### src/rtl/cpu16_regfile_wb.sv
// cpu16_regfile_wb: register file and writeback sequencer for the 16-bit CPU.
// Provides three registered read ports with same-cycle write forwarding and
// one write port. Wide results (lo/hi pair) are committed over two cycles.
// Optional build macro: REG0_ZERO_EN makes r0 read as zero and drops writes to it.
module cpu16_regfile_wb #(
  parameter int BITS = 16,
  parameter int REGS = 16,
  localparam int AW = $clog2(REGS)
) (
  input  logic            clk,
  input  logic            nreset,
  input  logic [AW-1:0]   ra1,
  input  logic [AW-1:0]   ra2,
  input  logic [AW-1:0]   ra3,
  output logic [BITS-1:0] rd1,
  output logic [BITS-1:0] rd2,
  output logic [BITS-1:0] rd3,
  input  logic            wb_valid,
  input  logic [AW-1:0]   wb_rd,
  input  logic            wb_wide,
  input  logic [BITS-1:0] wb_lo,
  input  logic [BITS-1:0] wb_hi,
  input  logic            wb_flags_en,
  input  logic            z_in,
  input  logic            c_in,
  output logic            busy,
  output logic            flag_z,
  output logic            flag_c
);

  localparam logic [0:0] ST_IDLE     = 1'b0;
  localparam logic [0:0] ST_WRITE_HI = 1'b1;

  logic [0:0]      state_q, state_d;
  logic [BITS-1:0] hi_data_q, hi_data_d;
  logic [AW-1:0]   hi_addr_q, hi_addr_d;
  logic            flag_z_q, flag_z_d;
  logic            flag_c_q, flag_c_d;
  logic [BITS-1:0] regs_q [REGS];

  logic            wr_req;
  logic            wr_en;
  logic [AW-1:0]   wr_addr;
  logic [BITS-1:0] wr_data;

  logic [AW-1:0]   ra_arr [3];
  logic [BITS-1:0] rd_d   [3];
  logic [BITS-1:0] rd1_q, rd2_q, rd3_q;

  assign ra_arr[0] = ra1;
  assign ra_arr[1] = ra2;
  assign ra_arr[2] = ra3;

  // Select the single write performed this cycle: lo word in IDLE, pending hi word in WRITE_HI.
  always_comb begin
    wr_req  = 1'b0;
    wr_addr = wb_rd;
    wr_data = wb_lo;
    if (state_q == ST_WRITE_HI) begin
      wr_req  = 1'b1;
      wr_addr = hi_addr_q;
      wr_data = hi_data_q;
    end else begin
      wr_req  = wb_valid;
    end
  end

`ifdef REG0_ZERO_EN
  // r0 is hardwired: suppressing the write also suppresses forwarding to r0.
  assign wr_en = wr_req && (wr_addr != '0);
`else
  assign wr_en = wr_req;
`endif

  // Sequencer next state, hi-word latch and flag capture (flags only in the lo cycle).
  always_comb begin
    state_d   = state_q;
    hi_data_d = hi_data_q;
    hi_addr_d = hi_addr_q;
    flag_z_d  = flag_z_q;
    flag_c_d  = flag_c_q;
    if (state_q == ST_WRITE_HI) begin
      state_d = ST_IDLE;
    end else if (wb_valid) begin
      if (wb_flags_en) begin
        flag_z_d = z_in;
        flag_c_d = c_in;
      end
      if (wb_wide) begin
        state_d   = ST_WRITE_HI;
        hi_data_d = wb_hi;
        hi_addr_d = (wb_rd == AW'(REGS - 1)) ? '0 : wb_rd + 1'b1;
      end
    end
  end

  // Sequencer and flag registers.
  always_ff @(posedge clk or negedge nreset) begin
    if (!nreset) begin
      state_q   <= ST_IDLE;
      hi_data_q <= '0;
      hi_addr_q <= '0;
      flag_z_q  <= 1'b0;
      flag_c_q  <= 1'b0;
    end else begin
      state_q   <= state_d;
      hi_data_q <= hi_data_d;
      hi_addr_q <= hi_addr_d;
      flag_z_q  <= flag_z_d;
      flag_c_q  <= flag_c_d;
    end
  end

  // Register array write; cleared on reset so a pending hi write is simply lost.
  always_ff @(posedge clk or negedge nreset) begin
    if (!nreset) begin
      for (int i = 0; i < REGS; i++) regs_q[i] <= '0;
    end else begin
      for (int i = 0; i < REGS; i++) begin
        if (wr_en && (wr_addr == AW'(i))) regs_q[i] <= wr_data;
      end
    end
  end

  // Per-port read mux with forwarding of the word being written this cycle.
  for (genvar gi = 0; gi < 3; gi++) begin : g_rd
    assign rd_d[gi] = (wr_en && (ra_arr[gi] == wr_addr)) ? wr_data : regs_q[ra_arr[gi]];
  end

  // Registered read data.
  always_ff @(posedge clk or negedge nreset) begin
    if (!nreset) begin
      rd1_q <= '0;
      rd2_q <= '0;
      rd3_q <= '0;
    end else begin
      rd1_q <= rd_d[0];
      rd2_q <= rd_d[1];
      rd3_q <= rd_d[2];
    end
  end

  assign rd1    = rd1_q;
  assign rd2    = rd2_q;
  assign rd3    = rd3_q;
  assign busy   = (state_q == ST_WRITE_HI);
  assign flag_z = flag_z_q;
  assign flag_c = flag_c_q;

endmodule

### config.mk
export PLATFORM = sky130hd
export DESIGN_NAME = cpu16_regfile_wb
export DESIGN_NICKNAME = d
export VERILOG_FILES = /design/src/rtl/cpu16_regfile_wb.sv
export SDC_FILE = /design/constraint.sdc
export NUM_CORES = 1
export LEC_CHECK = 0
export ABC_AREA = 1
export BUFFER_PORTS_ARGS = -buffer_cell sky130_fd_sc_hd__buf_2
export CORE_MARGIN = 8
export CORE_UTILIZATION = 40
export CTS_BUF_LIST = sky130_fd_sc_hd__clkbuf_4 sky130_fd_sc_hd__clkbuf_8 sky130_fd_sc_hd__clkbuf_16
export DETAILED_ROUTE_END_ITERATION = 8
export PLACE_DENSITY_LB_ADDON = 0.05
export RECOVER_POWER = 25
export SYNTH_ARGS = -nofsm -noshare
export SYNTH_HDL_FRONTEND = slang
export SYNTH_SLANG_ARGS = --single-unit
export TNS_END_PERCENT = 100
### constraint.sdc
create_clock -name clk -period 2.9 [get_ports clk]
set_input_delay 0.435 -clock clk [delete_from_list [all_inputs] [get_ports clk]]
set_output_delay 0.435 -clock clk [all_outputs]
set_load 0.005 [all_outputs]
==> run_results.csv, run 1 <==
group,metric,value,unit
route,drtAntennaViolNets,0,
floorplanning,die_w,242,um
timing,finalHoldViolations,0,
timing,rsz0062_at_grt,"no",
final_layout,nFillCells,5300,
status,outcome,"complete, no violations",
grt,grt_pass1_wl,138,mm
job,maxCapViolations,0,
logic_synthesis,synth_nets,3249,
power,vdd_drop_max,0.504,mV
timing,drv_slew,0,
route,wl_per_cell,23.6,um
floorplanning,initial_utilization,0.402,
cts,cts.htree.levels,2,
logic_synthesis,synth_top_family_by_area,"simple AND/OR/NAND/NOR gates",
placed_design,port_buffers,105,
floorplanning,core_region_area,51000,um2
logic_synthesis,synthMuxAreaShare,0.00110,
worst_setup_path,cp.arrival,2810,ps
grt,grt_start_max_net_pins,129,
grt,grt.overflow.total,0,
cts,numCtsBuffers,41,
route,drc_errors,0,
final_layout,areaGrowthSynthToFinish,13.3,%
timing,min_period,2350,ps
logic_synthesis,ys_warn_count,0,
timing,hold_ws,45.0,ps
route,detail_route.first_pass.iterations,6,
power,p_leak,12.3,nW
timing,clock.fmax,426,MHz
power,power_density,778,nW/um2
floorplanning,dieHeight,242,um
timing,skew,30.5,ps
logic_synthesis,synth_fa_ha_area_frac,0.000611,
route,first_iter_violations,2920,
worst_setup_path,cp_common_cell,"nand2_1",
logic_synthesis,syn_area_per_cell,6.41,um2
cts,clk_latency,590,ps
cts,ctsResizeCount,0,
timing,final.setup.tns,0,ps
logic_synthesis,synth_compound_area_frac,0.0662,
logic_synthesis,synthXorXnorAreaFrac,0.00244,
logic_synthesis,ys_ff_latch,327,
grt,antenna_found_initial,4,
worst_setup_path,cp_cell_sequence,"inv_2 > nand2_2 > nand2_2 > nand2_1 > nand2_1 > nor2_4 > nand3_2 > nand2_1 > nand2_1",
floorplanning,die_area,58700,um2
worst_setup_path,critPathMaxFanout,17,
logic_synthesis,postSynthCellCount,3193,
timing,worstMarginPinSlew,1400,ps
worst_setup_path,cp-end-kind,"flip-flop",
logic_synthesis,ys_seq_area_frac,0.400,
worst_hold_path,min_path_type,"input port to flip-flop",
final_layout,regArea,8180,um2
placed_design,dpl.hpwl,56.2,mm
timing,setup_violations,0,
worst_setup_path,cp-start-kind,"flip-flop",
route,viasPerCell,5.69,
grt,grt_pass1_vias,21323,
worst_setup_path,slowest_stage,"nand3_2",
worst_setup_path,cpPeakStageDelay,510,ps
logic_synthesis,yosys.area_share.simple,0.431,
final_layout,multi_input_comb_area,10300,um2
floorplanning,std_cell_rows,83,
cts,cts_root_buf,"clkbuf_16",
route,wirelength,92.2,mm
timing,fin_crit_sh,0.809,
route,num_vias,22181,
grt,grtUsageTotal,0.306,
worst_setup_path,worst-r2r-setup-slack,550,ps
final_layout,drive_gt1_frac,0.0947,
cts,tritoncts,"built",
timing,slew_headroom,0.0688,
worst_setup_path,cp.required,3370,ps
final_layout,finalNetCount,3243,
cts,cts_buffer_depth,3,
cts,cts.sinks,327,
logic_synthesis,ys_types,28,
logic_synthesis,syn_area,20500,um2
floorplanning,io_pins,106,
worst_setup_path,crit_type,"flip-flop to flip-flop",
placed_design,place_congestion,0.926,
cts,clk_pin_slew_worst_paths,60,ps
[synth_stat cells, drive strengths merged]
| library cell | count | area (um2) |
|---|---|---|
| nor2 | 9 | 68.8 |
| clkbuf | 167 | 627 |
| clkinv | 4 | 15.0 |
| buf | 72 | 313 |
| nand4 | 48 | 300 |
| dfrtp | 327 | 8180 |
| a21oi | 4 | 53.8 |
| nand2 | 1318 | 4980 |
| xnor2 | 1 | 8.76 |
| mux2 | 2 | 22.5 |
| ha | 1 | 12.5 |
| o21ai | 260 | 1300 |
| nor3 | 2 | 20.0 |
| xor2 | 3 | 41.3 |
| inv | 288 | 1080 |
| nand3 | 687 | 3450 |
[final cells by class]
cell class,instances,area share
diodes,2,0.000216
well taps,680,0.0367
inverters,292,0.0475
repair buffers,190,0.0590
clock buffers,54,0.0515
clock inverters,21,0.0105
flip-flops and latches,327,0.353
multi-input cells,2335,0.442
[worst max-delay path: cells and delay by family (launching register included)]
kind	cells	cell delay, ps
buffers and inverters	1	120
DFF	1	490
and+or+nand+nor	8	1620
[worst paths after layout]
kind	start	to	cells after the start
hold / removal	wb_hi[7]	hi_data_q[7]	3
max in group asynchronous	nreset	rd2[0]	3
hold reg to reg	hi_data_q[0]	hi_data_q[0]	2
setup / recovery	busy	rd2[6]	9
min in group asynchronous	nreset	regs_q[203]	2
setup reg to reg	busy	rd2[6]	9
[registers in the layout, summed over array words and instances (netlist names)]
signal     count
busy           1
flag_c         1
flag_z         1
hi_addr_q      4
hi_data_q     16
rd1           16
rd2           16
rd3           16
regs_q       256
[placed cells by master, fill, tap and decap left out, types with 2 or more instances in the layout]
| master | count |
|---|---|
| nand2_1 | 1307 |
| clkbuf_16 | 43 |
| clkinv_1 | 4 |
| clkbuf_8 | 6 |
| buf_2 | 101 |
| nor2_2 | 5 |
| clkbuf_1 | 2 |
| diode_2 | 2 |
| inv_4 | 3 |
| nand3_1 | 684 |
| xor2_2 | 2 |
| nand3_2 | 3 |
| nand2_2 | 10 |
| dfrtp_1 | 327 |
| o21ai_1 | 110 |
| clkbuf_2 | 3 |
| nand4_1 | 48 |
| inv_1 | 276 |
| clkinv_2 | 12 |
| nor3_2 | 2 |
| buf_12 | 16 |
| clkinvlp_4 | 2 |
| bufinv_16 | 5 |
| buf_4 | 66 |
| nor2_4 | 3 |
| inv_2 | 9 |
| o21ai_0 | 150 |
| mux2_2 | 2 |
| clkbuf_4 | 5 |
| a21oi_4 | 3 |
[cells by family (layout without fill, tap and decap cells)]
group / Yosys count / in the layout
AOI/OAI and AO/OA: 264 / 264
adders and majority gates: 1 / 1
muxes: 2 / 2
xor gates and xnor gates: 4 / 4
and+or+nand+nor: 2064 / 2064
DFF: 327 / 327
buffers and inverters: 531 / 557
other: 0 / 2
[through the flow]
stage / setup slack [ps] / area, um2 / cells / utilization / total power [W]
final: 553 / 23200 / 3901 / 0.455 / 0.0180
after global placement: 551 / 21800 / 3823 / 0.428 / 0.0124
after CTS: 603 / 23300 / 3899 / 0.456 / 0.0181
after floorplan: 1180 / 20500 / 3193 / - / 0.0106
after global routing: 305 / 23200 / 3900 / 0.455 / 0.0193
after detailed placement: 550 / 21800 / 3823 / 0.428 / 0.0125
[report_power, final]
group	internal, W	total [W]	leakage, nW	switching (W)
clock	0.00335	0.00553	0.723	0.00218
combinational	0.00185	0.00575	7.47	0.00390
sequential	0.00596	0.00677	4.13	0.000804
[layer usage]
| layer | vias to the layer above | part of all wire | global-route usage |
|---|---|---|---|
| met4 | 4 | 0.048 | 0.145 |
| met3 | 253 | 0.095 | 0.0550 |
| met5 | - | 0.00030 | 0 |
| met2 | 1256 | 0.44 | 0.475 |
| li1 | 10174 | - | - |
| met1 | 10494 | 0.41 | 0.410 |
[timing repair]
item	in CTS	in global routing
endpoints found under the setup margin	0	0
buffers inserted	0	0
endpoints found under the hold margin	71	0
hold buffers	1	0
Power figures use the tool's default switching activity.
==> run 2: changes to the inputs <==
- clock period: 2.9 -> 2.1 ns (I/O delays scaled with it)
==> run 2 against run 1 <==
  * The run now ends with capacitance limit, slew limit left
  * Worst hold slack improved by 17 ps
  * Largest power group unchanged
  * Cell count rose by 1.4%
  * Critical path type unchanged
  * Clock power rose by 41%
  * Fmax rose by 17%
  * Critical endpoint is now regs_q[126]
  * Register-to-register slack got worse by 460 ps
  * Combinational power rose by 42%
  * Flip-flop and latch count did not move
  * Sequential share of layout area fell by 1.2 points
  * Clock skew rose by 3.3 ps
  * Routed wire length rose by 1.7%
==> run_results.csv, run 2 (synthesis gave the netlist of run 1 again) <==
group,metric,value,unit
timing,clock.fmax,498,MHz
worst_setup_path,cpPeakStageDelay,450,ps
worst_setup_path,rr_endpoint,"regs_q[126]",
final_layout,layout_commonest_cell,"nand2_1",
grt,grt_pass1_wl,141,mm
final_layout,finalNetCount,3305,
placed_design,place_congestion,0.935,
worst_setup_path,crit_end,"regs_q[126]",
floorplanning,die_area,58700,um2
worst_setup_path,worstReg2RegStart,"busy",
power,comb_power_share,0.324,
worst_setup_path,cp_top_family,"simple AND/OR/NAND/NOR gates",
worst_hold_path,min_path_type,"input port to flip-flop",
cts,cts.sinks,327,
cts,cts_root_buf,"clkbuf_16",
floorplanning,initial_utilization,0.402,
status,outcome,"complete, but fails checks",
grt,grt.overflow.total,0,
worst_setup_path,critPathMaxFanout,20,
floorplanning,std_cell_rows,83,
placed_design,dpl-instance-area,22400,um2
grt,grtUsageTotal,0.311,
cts,numCtsBuffers,41,
floorplanning,dieHeight,242,um
power,clkPwrFrac,0.307,
route,num_vias,22596,
final_layout,drive_gt1_frac,0.106,
worst_setup_path,cp-startpoint,"busy",
status,violations,"capacitance limit, slew limit",
worst_setup_path,crit_type,"flip-flop to flip-flop",
timing,setup_violations,0,
timing,finalHoldViolations,0,
route,drtAntennaViolNets,0,
power,vdd_drop_max,0.642,mV
worst_setup_path,cp_cell_sequence,"buf_4 > nand2_2 > nand2_2 > nor3_2 > nand2_1 > buf_4 > nand2_1 > o21ai_1",
cts,clk_latency,600,ps
route,detail_route.first_pass.iterations,6,
timing,min_period,2010,ps
floorplanning,io_pins,106,
final_layout,layout_common_cells,"1307 x nand2_1, 684 x nand3_1, 326 x dfrtp_1",
timing,rsz0062_at_grt,"no",
final_layout,diodes,0,
power,swShare,0.376,
worst_setup_path,worst-r2r-setup-slack,90,ps
cts,clk_pin_slew_worst_paths,60,ps
power,p_int,0.0158,W
grt,antenna_found_initial,1,
placed_design,dpl.hpwl,58.3,mm
job,maxCapViolations,1,
power,p_switching,0.00951,W
final_layout,areaGrowthSynthToFinish,17.3,%
final_layout,stdcell_count,3957,
timing,skew,33.8,ps
final_layout,largest_register_ff_count,256,
worst_setup_path,timing.critical_path.buf_inv,2,
cts,cts_buffer_depth,3,
placed_design,port_buffers,105,
grt,grt_start_max_net_pins,90,
worst_setup_path,r2r_cells,8,
final_layout,final_area,24000,um2
worst_setup_path,slowest_stage,"dfrtp_2",
worst_setup_path,cp-end-kind,"flip-flop",
power,power_density,1050,nW/um2
floorplanning,core_region_area,51000,um2
timing,drv_slew,43,
power,p_leak,12.7,nW
route,viasPerCell,5.71,
worst_setup_path,cp.required,2530,ps
power,pwr-share-seq,0.369,
route,wirelength,93.7,mm
floorplanning,die_w,242,um
timing,fin_crit_sh,0.956,
route,wl_per_cell,23.7,um
route,drc_errors,0,
route,first_iter_violations,2728,
grt,grt_pass1_vias,22071,
final_layout,top_register,"regs_q",
worst_setup_path,cp.arrival,2440,ps
cts,cts.htree.levels,2,
timing,worstMarginPinSlew,1520,ps
placed_design,dp.cells,3863,
worst_setup_path,cp-start-kind,"flip-flop",
cts,tritoncts,"built",
worst_setup_path,cp.depth,8,
timing,slew_headroom,-0.0154,
## run 2: cell type report
class / count / area, um2
Clock buffer: 61 / 1280
Clock inverter: 10 / 179
Fill cell: 5235 / 27000
Inverter: 292 / 1110
Multi-Input combinational cell: 2335 / 10300
Sequential cell: 327 / 8180
Tap cell: 680 / 851
Timing Repair Buffer: 252 / 2160
## run 2: timing repair
| item | in CTS | in global routing |
|---|---|---|
| hold endpoints to repair | 56 | 0 |
| gates resized for setup | 1 | 3 |
| endpoints found under the setup margin | 16 | 60 |
| pin swaps | 0 | 1 |
| hold buffers | 20 | 0 |
| buffers inserted | 0 | 3 |
## run 2: through the flow
| step | TNS (ps) | hold slack (ps) | power [W] | setup WS (ps) | utilization |
|---|---|---|---|---|---|
| after CTS | 0 | 45.9 | 0.0252 | 29.8 | 0.471 |
| after floorplan | 0 | 19.4 | 0.0146 | 457 | - |
| after global placement | 0 | 272 | 0.0172 | 18.0 | 0.439 |
| after detailed placement | -547 | 276 | 0.0174 | -58.1 | 0.439 |
| after global routing | 0 | 118 | 0.0269 | 7.74 | 0.471 |
| final | 0 | 61.7 | 0.0253 | 91.8 | 0.471 |
## run 2: per-layer routing
metal  wire length, um  global-route usage  vias to the layer above
met5                13                   0                        -
met4              5160               0.159                        2
met3              9050              0.0660                      301
met2             41000               0.475                     1300
met1             38500               0.413                    10704
li1                  -                   -                    10289
## run 2: how the worst min path moves through the flow
stage                      startpoint      endpoint  slack (ps)  cells past startpoint
after global placement         nreset   regs_q[204]         270                      1
final                        wb_rd[3]  hi_addr_q[3]          60                      3
after floorplan                nreset          busy          20                      0
after CTS                    wb_rd[3]  hi_addr_q[3]          50                      3
after detailed placement       nreset   regs_q[220]         280                      1
after global routing      wb_flags_en        flag_c         120                      3
## run 2: worst reg2reg max path: stages, from the launching register on
cell     delay (ps)
dfrtp_2         450
buf_4           190
nand2_2         100
nand2_2         130
nor3_2          350
nand2_1         160
buf_4           280
nand2_1         110
o21ai_1          60
## run 2: power groups by stage
stage	Sequential (W)	Combinational [W]	Clock, W
floorplan	0.00908	0.00549	0
global placement	0.00934	0.00786	0
detailed placement	0.00937	0.00802	0
CTS	0.00928	0.00809	0.00788
global route	0.00951	0.00928	0.00814
finish	0.00931	0.00819	0.00777
